==> config.mk <==
export PLATFORM = sky130hd
export DESIGN_NAME = fifo_replay
export DESIGN_NICKNAME = d
export VERILOG_FILES = /design/src/rtl/fifo_replay.sv
export SDC_FILE = /design/constraint.sdc
export NUM_CORES = 1
export LEC_CHECK = 0
export CAP_MARGIN = 20
export CORE_MARGIN = 3
export CORE_UTILIZATION = 25
export DETAILED_ROUTE_END_ITERATION = 8
export SYNTH_ARGS = -nofsm -noshare
export SYNTH_HDL_FRONTEND = slang
export SYNTH_SLANG_ARGS = --single-unit
==> constraint.sdc <==
create_clock -name clk -period 8.8 [get_ports clk]
set_input_delay 1.32 -clock clk [delete_from_list [all_inputs] [get_ports clk]]
set_output_delay 1.32 -clock clk [all_outputs]
set_load 0.05 [all_outputs]
==> src/rtl/fifo_replay.sv <==
// Show-ahead FIFO with a replay (circular) mode: reads either consume entries
// or walk the stored window repeatedly without consuming it.
module fifo_replay #(
  parameter int WIDTH              = 32,
  parameter int DEPTH              = 32,
  parameter int ALMOST_FULL_FREE   = 1,
  parameter int ALMOST_EMPTY_LEVEL = 1
) (
  input  logic                         clk,
  input  logic                         reset,
  input  logic                         flush,
  input  logic                         circular,
  input  logic                         wr_en,
  input  logic [WIDTH-1:0]             din,
  input  logic                         rd_en,
  output logic [WIDTH-1:0]             dout,
  output logic                         valid,
  output logic                         empty,
  output logic                         almost_empty,
  output logic                         full,
  output logic                         almost_full,
  output logic [$clog2(DEPTH+1)-1:0]   fill_level,
  output logic                         overflow,
  output logic                         underflow
);

  localparam int PW = $clog2(DEPTH);
  localparam int FW = $clog2(DEPTH + 1);
  localparam logic [PW-1:0] LAST  = PW'(DEPTH - 1);
  localparam logic [FW-1:0] FULLV = FW'(DEPTH);

  logic [WIDTH-1:0] r_mem [DEPTH];
  logic [PW-1:0]    r_wrPtr, r_head, r_cur;
  logic [FW-1:0]    r_fill;
  logic             r_circ, r_over, r_under;

  logic             w_rdOk, w_wrOk, w_consume;
  logic [PW-1:0]    w_headNext, w_curInc, w_curNext;
  logic [FW-1:0]    w_fillNext;

  function automatic logic [PW-1:0] inc(input logic [PW-1:0] p);
    return (p == LAST) ? '0 : p + PW'(1);
  endfunction

  // A full FIFO can take a write only when a consuming read frees a slot.
  assign w_rdOk     = rd_en && (r_fill != '0);
  assign w_consume  = w_rdOk && !circular;
  assign w_wrOk     = wr_en && ((r_fill != FULLV) || w_consume);
  assign w_headNext = w_consume ? inc(r_head) : r_head;
  assign w_curInc   = inc(r_cur);

  always_comb begin
    w_curNext = r_cur;
    if (circular != r_circ)
      w_curNext = w_headNext;
    else if (w_consume)
      w_curNext = w_curInc;
    else if (w_rdOk)
      w_curNext = (w_curInc == r_wrPtr) ? r_head : w_curInc;
  end

  always_comb begin
    w_fillNext = r_fill;
    if (w_wrOk && !w_consume)
      w_fillNext = r_fill + FW'(1);
    else if (!w_wrOk && w_consume)
      w_fillNext = r_fill - FW'(1);
  end

  always_ff @(posedge clk or negedge reset) begin
    if (!reset) begin
      r_wrPtr <= '0;
      r_head  <= '0;
      r_cur   <= '0;
      r_fill  <= '0;
      r_circ  <= 1'b0;
      r_over  <= 1'b0;
      r_under <= 1'b0;
    end else begin
      r_circ <= circular;
      if (flush) begin
        r_wrPtr <= '0;
        r_head  <= '0;
        r_cur   <= '0;
        r_fill  <= '0;
        r_over  <= 1'b0;
        r_under <= 1'b0;
      end else begin
        r_wrPtr <= w_wrOk ? inc(r_wrPtr) : r_wrPtr;
        r_head  <= w_headNext;
        r_cur   <= w_curNext;
        r_fill  <= w_fillNext;
        r_over  <= r_over | (wr_en && !w_wrOk);
        r_under <= r_under | (rd_en && (r_fill == '0));
      end
    end
  end

  always_ff @(posedge clk) begin
    if (!flush && w_wrOk)
      r_mem[r_wrPtr] <= din;
  end

  assign dout         = r_mem[r_cur];
  assign fill_level   = r_fill;
  assign valid        = (r_fill != '0);
  assign empty        = (r_fill == '0);
  assign full         = (r_fill == FULLV);
  assign almost_full  = (int'(r_fill) >= DEPTH - ALMOST_FULL_FREE);
  assign almost_empty = (int'(r_fill) <= ALMOST_EMPTY_LEVEL);
  assign overflow     = r_over;
  assign underflow    = r_under;

endmodule

==> flow_summary.toml <==
[status]
outcome = "finished, final reports clean"

[die]
io_pins = 83
fp-row-count = 148
die_y_um = 413.1
initial_core_util_pct = 25.31
core_area_um2 = 163700
die-area_um2 = 170700
die_w_um = 413.1

[routing]
first_pass_iters = 5
via_per_inst = 4.646
drt_iter0_drc = 2065
drc = 0
postRouteAntennaNets = 0
routed_wl_um = 103700
vias = 21060
wl_per_cell_um = 22.88

[sta]
finClkSkew_ns = 0.02172
maxSlewViolCount = 0
fmax_ghz = 0.1485
relSlewSlack_pct = 25.49
hold_violations = 0
rsz0062_at_grt = "no"
period_minus_slack_ns = 6.736
final-setup-viol-count = 0
timing.final.crit_share_pct = 76.55
layout_setup_ws_ns = 2.064
setup_tns_ns = 0
tightest_slew_ns = 1.118

[cts]
cts.sinks = 1048
htreeDepth = 3
cts_root_buffer = "clkbuf_16"
clk_pin_slew_ns = 0.06
cts_tree = "built"
clk_latency_ns = 0.68
post_cts_buffers = 0
hold_buffers = 0
cts-buffers-inserted = 102
clk_path_buf_depth = 3
cts_resized = 0

[logic_synthesis]
ys_seq_elements = 1048
synth_nets = 2198
synth_area_per_cell_um2 = 19.29
seq_area_frac_synth_pct = 75.67
ys_warn_count = 0
synth_cells = 2148
ys.flop_type = "edfxtp_1"
async_flop_share_pct = 2.290
synth.distinct_cells = 60
synth_area_um2 = 41430
synth_edf_count = 1024

[finish]
drive_gt1_share_pct = 21.66
final_cells = 4533
nets = 2322
area_growth_syn_to_layout_pct = 17.65
fillers = 15973

[worst_setup_path]
worst_setup_path_end_kind = "output port"
slowest_delay_ns = 1.03
required_ns = 7.48
crit_type = "reg2out"
path_max_fanout = 58
cp_slowest_cell = "dfrtp_4"
cp.arrival_ns = 5.42
cp_cell_sequence = "buf_4, and2_2, nand2_1, and3_1, o21ai_0, a31o_1, clkdlybuf4s50_1"
startpoint_type = "flop"

[power_and_ir_drop]
leakagePower_nw = 14.48
powerDensity_nw_per_um2 = 234.7
irDropWorstVdd_v = 0.0001831

[global_routing]
track_usage_pct = 11.93
gr-total-overflow = 0
grt_pass1_wl_um = 150300
antenna_found_initial = 10
grt_pass1_vias = 21175
grt_max_degree = 110

[placed_design]
dp_cells = 4329
io_buffers = 82
place_congestion = 0.7235
dpl.hpwl_um = 55300
place_ws_ns = 2.682

[job]
cap_violations = 0

[worst_hold_path]
hp-class = "reg2reg"
-- through the flow --
stage | power, W | util, % | hold WS [ns] | instance area, um2
6_report | 0.01144 | 29.78 | 0.5086 | 48740
5_1_grt | 0.01183 | 29.77 | 0.5346 | 48740
4_1_cts | 0.01154 | 29.59 | 0.5132 | 48430
3_5_place_dp | 0.007171 | 27.54 | 0.4969 | 45080
3_3_place_gp | 0.007164 | 27.53 | 0.4821 | 45060
2_1_floorplan | 0.006690 | - | 0.5290 | 41430
-- placed cells by master, fill, tap and decap left out, drive strengths merged, types with 33 or more instances in the layout --
| cell | count |
|---|---|
| edfxtp | 1024 |
| mux4 | 160 |
| mux2i | 137 |
| clkbuf | 118 |
| nand2 | 105 |
| nor2 | 90 |
| clkdlybuf4s50 | 81 |
| o221ai | 66 |
| mux2 | 62 |
| buf | 58 |
| clkinv | 49 |
| and3 | 39 |
| nand3 | 39 |
| a211oi | 37 |
| o21ai | 36 |
| o22ai | 33 |
-- critical path, delay by kind of cell, from the launching register on --
kind / cells / cell delay (ns)
buffers and inverters: 2 / 1.60
and+or+nand+nor: 3 / 1.39
DFF: 1 / 1.03
AOI/OAI and AO/OA: 2 / 0.55
-- logic make-up after synthesis --
logic type	Yosys count	share of synthesized area, %
flops	1048	75.67
mux	359	13.72
simple gates	312	3.521
compound gates	272	5.037
buf+inv	136	1.501
fa+ha+maj	12	0.3624
xor+xnor	9	0.1903
-- flip-flops by register name (all words and copies together), names as in the netlist --
name        flops
r_mem        1024
fill_level      6
r_cur           5
r_head          5
r_wrPtr         5
overflow        1
r_circ          1
underflow       1
-- cell usage after synthesis (all sizes together) (33+ instances only) --
| library cell | n | area [um2] |
|---|---|---|
| edfxtp | 1024 | 30750 |
| nand2 | 105 | 394.1 |
| mux2i | 137 | 1384 |
| nand3 | 39 | 200.2 |
| a211oi | 37 | 282.8 |
| nor2 | 90 | 337.8 |
| buf | 68 | 366.6 |
| mux4 | 160 | 3603 |
| o21ai | 36 | 191.4 |
| mux2 | 62 | 698.2 |
| and3 | 39 | 244.0 |
| o221ai | 66 | 584.3 |
| o22ai | 33 | 206.5 |
| clkbuf | 58 | 217.7 |
-- final timing paths --
check                         start  endpoint  slack (ns)  cells after the start
hold / removal             overflow  overflow        0.51                      2
setup reg to reg           r_cur[0]  r_cur[1]        4.38                     10
hold reg to reg            overflow  overflow        0.51                      2
max in group asynchronous     reset  r_cur[4]        7.60                      1
min in group asynchronous     reset  overflow        0.68                      1
setup / recovery           r_cur[1]   dout[1]        2.06                      7
-- layout make-up --
cell class | instances | area, um2 | share of cell area [%]
sequential | 1048 | 31370 | 64.35
antenna | 3 | 7.507 | 0.01540
timing repair buffer | 146 | 1541 | 3.162
multi-input combinational | 964 | 9714 | 19.93
clock inverter | 76 | 745.7 | 1.530
inverter | 10 | 37.54 | 0.07701
tap | 2175 | 2721 | 5.583
clock buffer | 111 | 2608 | 5.349
-- where the power goes --
group,internal [W],total [W],switching (W)
sequential,0.00551,0.00556,0.0000529
clock,0.00250,0.00439,0.00189
combinational,0.000616,0.00149,0.000879
-- per-layer routing --
metal  global-route usage, %  share of wire, %  wire length, um  vias up
met4                   3.511               2.3             2387        6
met3                   1.723               6.0             6266      127
met2                   20.05                49            51220      672
met5                       0             0.039               40        -
met1                   15.97                42            43790    11139
li1                        -                 -                -     9116
No activity file was read; power rests on OpenSTA's default activity.
